File: src/rtl/pyrconstuct_top_mul_pipe_us.sv
// Pipelined unsigned(din0) x signed(din1) multiply, round-half-up >>> SHIFT, narrow to OUT_W; latency NUM_STAGE cycles.
// Backpressure: all stages advance together when out_valid=0 or out_ready=1; in_ready mirrors that advance.
// Macro PYR_MUL_SAT_EN: saturate on narrowing; undefined wraps (two's-complement truncation).
module pyrconstuct_top_mul_pipe_us #(
    parameter int A_W       = 9,
    parameter int B_W       = 24,
    parameter int OUT_W     = 32,
    parameter int SHIFT     = 0,
    parameter int NUM_STAGE = 3
) (
    input  logic             clk,
    input  logic             reset,
    input  logic             in_valid,
    output logic             in_ready,
    input  logic [A_W-1:0]   din0,
    input  logic [B_W-1:0]   din1,
    output logic             out_valid,
    input  logic             out_ready,
    output logic [OUT_W-1:0] dout
);
    localparam int P_W = A_W + B_W + 1;
    localparam int R_W = P_W + 1;
    localparam logic [R_W:0]   RND_X = {{R_W{1'b0}}, 1'b1} << SHIFT;
    localparam logic [R_W-1:0] RND   = RND_X[R_W:1];

    logic                  adv;
    logic [NUM_STAGE-1:0]  vld_q, vld_d;
    logic signed [P_W-1:0] a_ext, b_ext, prod, p_last;
    logic signed [R_W-1:0] r_sum, r_shf;
    logic [OUT_W-1:0]      narrow, dout_q, dout_d;

    assign adv       = !vld_q[NUM_STAGE-1] || out_ready;
    assign in_ready  = adv;
    assign out_valid = vld_q[NUM_STAGE-1];
    assign dout      = dout_q;

    assign a_ext = P_W'(din0);
    assign b_ext = P_W'($signed(din1));
    assign prod  = a_ext * b_ext;

    generate
        if (NUM_STAGE == 1) begin : g_one
            assign p_last = prod;
        end else begin : g_multi
            logic signed [P_W-1:0] p_q [NUM_STAGE-1];
            // Data registers need no reset: the valid bits alone qualify them.
            always_ff @(posedge clk) begin
                if (adv) begin
                    p_q[0] <= prod;
                    for (int i = 1; i < NUM_STAGE - 1; i++) begin
                        p_q[i] <= p_q[i-1];
                    end
                end
            end
            assign p_last = p_q[NUM_STAGE-2];
        end
    endgenerate

    // One extra bit so adding the half-LSB can never overflow.
    assign r_sum = R_W'(p_last) + RND;
    assign r_shf = r_sum >>> SHIFT;

    generate
        if (OUT_W >= R_W) begin : g_ext
            assign narrow = OUT_W'(r_shf);
        end else begin : g_narrow
`ifdef PYR_MUL_SAT_EN
            logic [R_W-OUT_W:0] hi;
            assign hi     = r_shf[R_W-1:OUT_W-1];
            assign narrow = (&hi || !(|hi)) ? r_shf[OUT_W-1:0] :
                            (hi[R_W-OUT_W] ? {1'b1, {(OUT_W-1){1'b0}}}
                                           : {1'b0, {(OUT_W-1){1'b1}}});
`else
            logic unused_hi;
            assign unused_hi = ^r_shf[R_W-1:OUT_W];
            assign narrow    = r_shf[OUT_W-1:0];
`endif
        end
    endgenerate

    always_comb begin
        vld_d  = vld_q;
        dout_d = dout_q;
        if (adv) begin
            vld_d[0] = in_valid;
            for (int i = 1; i < NUM_STAGE; i++) begin
                vld_d[i] = vld_q[i-1];
            end
            // dout only moves when a real result lands, so it holds through bubbles.
            if (vld_d[NUM_STAGE-1]) begin
                dout_d = narrow;
            end
        end
    end

    always_ff @(posedge clk) begin
        if (reset) begin
            vld_q  <= '0;
            dout_q <= '0;
        end else begin
            vld_q  <= vld_d;
            dout_q <= dout_d;
        end
    end
endmodule

File: config.mk
export PLATFORM = sky130hd
export DESIGN_NAME = pyrconstuct_top_mul_pipe_us
export DESIGN_NICKNAME = d
export VERILOG_FILES = /design/src/rtl/pyrconstuct_top_mul_pipe_us.sv
export SDC_FILE = /design/constraint.sdc
export NUM_CORES = 1
export LEC_CHECK = 0
export BUFFER_PORTS_ARGS = -buffer_cell sky130_fd_sc_hd__buf_2
export CAP_MARGIN = 40
export CORE_MARGIN = 4
export CORE_UTILIZATION = 49
export CTS_BUF_LIST = sky130_fd_sc_hd__clkbuf_2
export DETAILED_ROUTE_END_ITERATION = 7
export PLACE_DENSITY_LB_ADDON = 0.15
export SLEW_MARGIN = 20
export SYNTH_ARGS = -nofsm -noshare
export SYNTH_HDL_FRONTEND = slang
export SYNTH_SLANG_ARGS = --single-unit
File: constraint.sdc
create_clock -name clk -period 14.55 [get_ports clk]
set_input_delay 2.91 -clock clk [delete_from_list [all_inputs] [get_ports clk]]
set_output_delay 2.91 -clock clk [all_outputs]
set_load 0.05 [all_outputs]
==> impl_metrics.toml, run 1 <==
[hold_path]
min_path_type = "reg -> reg"
worstHoldStart = "g_multi.p_q[0][18]$_DFFE_PN_"
hold_end = "g_multi.p_q[1][18]$_DFFE_PN_"
whs_path_depth = 0

[placed_design]
io_buffers = 70
hpwlAfterDp_um = 16370
dpl_cell_area_um2 = 11050
gp_congestion = 0.8537
place_ws_ps = 6031
place_inst = 1374

[global_route]
grt_overflow = 0
antenna_found_initial = 1
grt_max_degree = 69
grt_pass1_wl_um = 36390
grt_pass1_vias = 7257
track_usage = 0.1861

[worst_setup_path]
r2r_setup_slack_ps = 12250
critPathLaunch = "din0[1]"
arrival_ps = 8270
path_class = "in -> reg"
regToRegStartpoint = "vld_q[2]$_SDFFE_PP0N_"
slowest_stage = "fa_1"
cp-start-kind = "input port"
worstPathMaxFanout = 24
critPathBufInv = 6
cp.required_ps = 14850
end_kind = "flop"
reg2reg_to = "dout[30]$_SDFFE_PP0P_"
worst_path_dominant_cell_family = "adder cells"
critical_path.max_stage_delay_ps = 560
path_cells = "buf_2 > nand2_1 > fa_1 > inv_1 > fa_1 > inv_1 > fa_1 > inv_1 > fa_1 > inv_1 > fa_1 > inv_1 > ha_1 > a21o_1 > a211oi_2 > o211ai_2 > o211a_1 > o21ai_2 > a21boi_2 > or4_1 > and4_1"
reg2reg_depth = 7

[route]
drc = 0
via_per_inst = 5.063
vias = 7042
final_antenna_net_count = 0
drtIter0Drc = 374
drtPass1Iterations = 5
routedWlPerCell_um = 15.09
finalWirelength_um = 21000

[logic_synthesis]
synth_top_family_by_area = "adder cells"
ys_warn_count = 0
synth_mux_area_frac = 0.0009563
yosys.area_share.simple = 0.1604
synth_area_um2 = 10470
postSynthAreaPerCell_um2 = 9.829
synth_top_area_cell = "fa_1"
synthFlopType = "edfxtp_1"
synthTopCellsByArea = "fa_1 33%, edfxtp_1 18%, ha_1 8.1%, inv_1 7.1%, and2_1 6.9%"
synth_edf_count = 64
synth_common_cells = "199 x inv_1, 187 x nand2_1, 171 x fa_1, 115 x and2_1, 68 x ha_1"
yosysMostFrequentCell = "inv_1"
synth_fa_ha_area_frac = 0.4083
yosysSeqAreaShare = 0.2505
synth-seq-cells = 99
synth_xor_area_frac = 0.02678
synth_nets = 1341
synth_cell_types = 53
yosysTopAreaCellShare = 0.3270
synth_compound_area_frac = 0.06765
async_flop_share = 0
synthCells = 1065

[clocking]
clockBufferDepth = 2
h-tree-depth = 3
cts_buffers = 9
cts-root-buf = "clkbuf_2"
cts_hold_buf = 0
clock_latency_ps = 530
path_clk_slew_ps = 240
cts-resized-gates = 0
clock_sinks = 99
cts_setup_buffers = 0
cts_tree = "yes"

[final_layout]
final_nets = 1386
layout.cells.non_filler = 1391
area_growth_pct = 6.503
nFillCells = 1981
design_area_um2 = 11150
drive_gt1_frac = 0.09238

[timing]
setup_ws_ps = 6582
fin_crit_sh = 0.5476
fin_skew_ps = 20.92
setup_violations = 0
fin_setup_tns_ps = 0
slew_headroom = 0.4729
post-route-min-period_ps = 7968
drv_slew = 0
max_clock_freq_mhz = 125.5
tightest_slew_ps = 790.7
hold_viol_final = 0
timing.hold.ws_ps = 432.2
grt_setup_unrepaired = "no"

[die]
dieWidth_um = 154.2
core-area_um2 = 21020
design.die.area_um2 = 23770
pin_count = 71
initial_core_util = 0.4979
die_height_um = 154.2
rows = 53

[run]
max_cap_viol_count = 0

[pwr]
vdd_ir_drop_max_mv = 0.08959
power_density_nw_per_um2 = 208.4
power_leakage_uw = 0.005525

[outcome]
status = "finished, final reports clean"
registers in the layout (all words and copies together), names as in the netlist:
| register | count |
|---|---|
| vld_q | 3 |
| g_multi.p_q | 64 |
| dout | 32 |
metal layers:
| metal | share of wire | global-route usage | routed length (um) | up-vias |
|---|---|---|---|---|
| li1 | - | - | - | 3380 |
| met1 | 0.49 | 0.2818 | 10200 | 3480 |
| met2 | 0.45 | 0.2926 | 9501 | 170 |
| met3 | 0.055 | 0.02618 | 1160 | 12 |
| met4 | 0.0065 | 0.02986 | 136 | 0 |
| met5 | 0 | 0 | 0 | - |
worst max path at each step:
stage / to / slack (ps) / depth (start not counted)
after global placement: g_multi.p_q[0][21]$_DFFE_PN_ / 6080 / 21
after floorplan: g_multi.p_q[0][21]$_DFFE_PN_ / 6440 / 21
final: g_multi.p_q[0][21]$_DFFE_PN_ / 6580 / 21
after global routing: g_multi.p_q[0][31]$_DFFE_PN_ / 6320 / 21
after detailed placement: g_multi.p_q[0][21]$_DFFE_PN_ / 6030 / 21
after CTS: g_multi.p_q[0][21]$_DFFE_PN_ / 6670 / 21
cell type report:
cell class | count | area (um^2) | share of cell area
timing repair buffer | 73 | 387.9 | 0.03479
inverter | 199 | 747.0 | 0.06700
clock buffer | 11 | 55.05 | 0.004938
sequential | 99 | 2623 | 0.2352
multi-input combinational | 728 | 6952 | 0.6236
tap | 275 | 344.1 | 0.03086
clock inverter | 5 | 37.54 | 0.003367
antenna | 1 | 2.502 | 0.0002245
where the power goes:
part           switching (uW)  internal (uW)
combinational             974            726
sequential               24.4            488
clock                    85.1           24.9
total                    1080           1240
layout by cell type, fill, tap and decap left out, types with 2 or more instances in the layout:
cell type / Yosys / routed
o21a_1: 2 / 2
buf_2: 0 / 70
a211o_1: 2 / 2
inv_6: 0 / 2
nand2_1: 187 / 187
or3_1: 2 / 2
and3_1: 4 / 4
fa_1: 171 / 171
a21o_1: 6 / 6
dfxtp_1: 35 / 35
o211ai_1: 4 / 4
nor3_1: 7 / 7
inv_1: 199 / 198
and4_1: 3 / 3
xor2_1: 12 / 12
a211oi_1: 2 / 2
and2_1: 115 / 115
nand2b_1: 2 / 2
a21o_2: 3 / 3
nor2_1: 13 / 13
a21oi_1: 53 / 53
o21bai_1: 3 / 3
o21ai_0: 10 / 10
ha_1: 68 / 68
o211a_1: 2 / 2
buf_8: 0 / 2
clkbuf_2: 0 / 11
or4_1: 3 / 3
edfxtp_1: 64 / 64
nand3_1: 7 / 7
xnor2_1: 20 / 20
nor2b_1: 2 / 2
clkinvlp_4: 0 / 2
o31ai_1: 2 / 2
a31oi_1: 2 / 2
through the flow:
step | util | power (uW)
2_1_floorplan | - | 1856
3_3_place_gp | 0.5244 | 2186
3_5_place_dp | 0.5258 | 2219
4_1_cts | 0.5302 | 2339
5_1_grt | 0.5303 | 2610
6_report | 0.5303 | 2323
kinds of logic after synthesis:
group	count (synthesis)
buffers and inverters	238
AND/OR/NAND/NOR	349
flip-flops	99
XOR/XNOR	32
AO/OA/AOI/OAI	107
adder cells (fa/ha/maj)	239
multiplexers	1
(Power assumes the default switching activity.)
==> inputs of run 2 (changes only) <==
==> constraint.sdc (replaced) <==
create_clock -name clk -period 6.6 [get_ports clk]
set_input_delay 1.32 -clock clk [delete_from_list [all_inputs] [get_ports clk]]
set_output_delay 1.32 -clock clk [all_outputs]
set_load 0.05 [all_outputs]
==> run 2 against run 1 <==
Net effect:
- flip-flop and latch count stayed put
- sequential share of layout area is 0.70 points lower
- setup slack worse by 6000 ps
- final area rose by 3.1%
- routed wire length rose by 2.5%
- via count up 1.4%
- critical path type unchanged
- largest power group unchanged
==> impl_metrics.toml, run 2 (synthesis gave the netlist of run 1 again) <==
[placed_design]
dpl_cell_area_um2 = 11400
place_inst = 1418
gp_congestion = 0.8446
hpwlAfterDp_um = 17540
io_buffers = 70

[clocking]
cts-resized-gates = 0
cts-root-buf = "clkbuf_2"
clock_sinks = 99
clock_latency_ps = 520
cts_buffers = 9
h-tree-depth = 3
clockBufferDepth = 2
cts_tree = "yes"
path_clk_slew_ps = 260
cts_hold_buf = 0
cts_setup_buffers = 0

[final_layout]
most-common-layout-cells = "198 x inv_1, 187 x nand2_1, 171 x fa_1, 115 x and2_1, 70 x buf_2"
design_area_um2 = 11490
largest_reg_flops = 64
nFillCells = 1993
regArea_um2 = 2623
multiInputGateArea_um2 = 6952
drive_gt1_frac = 0.1260
area_growth_pct = 9.777
layout_commonest_cell = "inv_1"
layout.cells.non_filler = 1435
fin_util = 0.5466
largest-register = "g_multi.p_q"
final_nets = 1430

[die]
pin_count = 71
core-area_um2 = 21020
dieWidth_um = 154.2
design.die.area_um2 = 23770
die_height_um = 154.2
rows = 53
initial_core_util = 0.4979

[timing]
tightest_slew_ps = 789.3
setup_violations = 0
fin_crit_sh = 0.9182
grt_setup_unrepaired = "no"
timing.hold.ws_ps = 424.2
drv_slew = 0
slew_headroom = 0.4738
fin_setup_tns_ps = 0
fin_skew_ps = 26.33
hold_viol_final = 0
max_clock_freq_mhz = 165.0
post-route-min-period_ps = 6060

[pwr]
vdd_ir_drop_max_mv = 0.2361
power_density_nw_per_um2 = 472.9
power_leakage_uw = 0.005730

[worst_setup_path]
path_class = "in -> reg"
r2r_setup_slack_ps = 4280
regToRegStartpoint = "vld_q[2]$_SDFFE_PP0N_"
critical_path.max_stage_delay_ps = 560
crit_top_cell = "fa_1"
cp.required_ps = 6890
arrival_ps = 6350
worstPathMaxFanout = 6
end_kind = "flop"
critPathLaunch = "din0[1]"
slowest_stage = "fa_1"
cp-start-kind = "input port"
path_cells = "buf_2 > buf_4 > nand2_1 > fa_1 > inv_1 > fa_1 > fa_1 > fa_1 > inv_1 > fa_1 > inv_1 > ha_1 > a21oi_1 > o211ai_2 > o211a_1 > o21ai_2 > a21boi_2 > or4_1 > and4_1"

[global_route]
antenna_found_initial = 1
grt_overflow = 0
track_usage = 0.1935
grt_max_degree = 69
grt_pass1_vias = 7588
grt_pass1_wl_um = 37630

[hold_path]
worstHoldStart = "g_multi.p_q[0][8]$_DFFE_PN_"
min_path_type = "reg -> reg"

[route]
routedWlPerCell_um = 15.00
finalWirelength_um = 21520
vias = 7141
via_per_inst = 4.976
drtIter0Drc = 335
drtPass1Iterations = 4
drc = 0
final_antenna_net_count = 0

[outcome]
status = "finished, final reports clean"

[run]
max_cap_viol_count = 0
[run 2: stage by stage]
stage	setup WS, ps	power, uW
2_1_floorplan	82.54	4091
3_3_place_gp	34.35	5154
3_5_place_dp	-15.10	5233
4_1_cts	602.0	5491
5_1_grt	328.6	6120
6_report	539.6	5434
[run 2: final timing paths]
check	endpoint	cells past startpoint
worst min-delay path	g_multi.p_q[1][8]$_DFFE_PN_	0
worst max-delay path	g_multi.p_q[0][21]$_DFFE_PN_	19
worst max register to register	dout[25]$_SDFFE_PP0P_	7
worst min register to register	g_multi.p_q[1][8]$_DFFE_PN_	0
[run 2: power breakdown]
part / total, uW / leakage [uW] / switching [uW] / internal [uW]
registers: 1130 / 0.000961 / 53.4 / 1080
logic: 4070 / 0.00472 / 2210 / 1860
clock network: 234 / 0.0000478 / 184 / 49.9
total: 5430 / 0.00573 / 2440 / 2990
[run 2: layout make-up]
| cell class | instances | area share |
|---|---|---|
| antenna | 1 | 0.0002178 |
| clock buffer | 10 | 0.004355 |
| clock inverter | 6 | 0.003702 |
| inverter | 199 | 0.06500 |
| multi-input combinational | 728 | 0.6050 |
| sequential | 99 | 0.2282 |
| tap | 275 | 0.02994 |
| timing repair buffer | 117 | 0.06359 |
[run 2: worst max-delay path: cells and delay by family]
family / cells / cell delay, ps
AOI/OAI and AO/OA: 5 / 920
adders and majority gates: 6 / 2910
buffers and inverters: 5 / 520
and+or+nand+nor: 3 / 700
[run 2: metal layers]
metal | vias to the layer above | GRT usage | wire length [um]
li1 | 3470 | - | -
met3 | 13 | 0.02223 | 1034
met2 | 155 | 0.3059 | 9846
met5 | - | 0 | 0
met4 | 0 | 0.03616 | 165
met1 | 3503 | 0.2926 | 10470
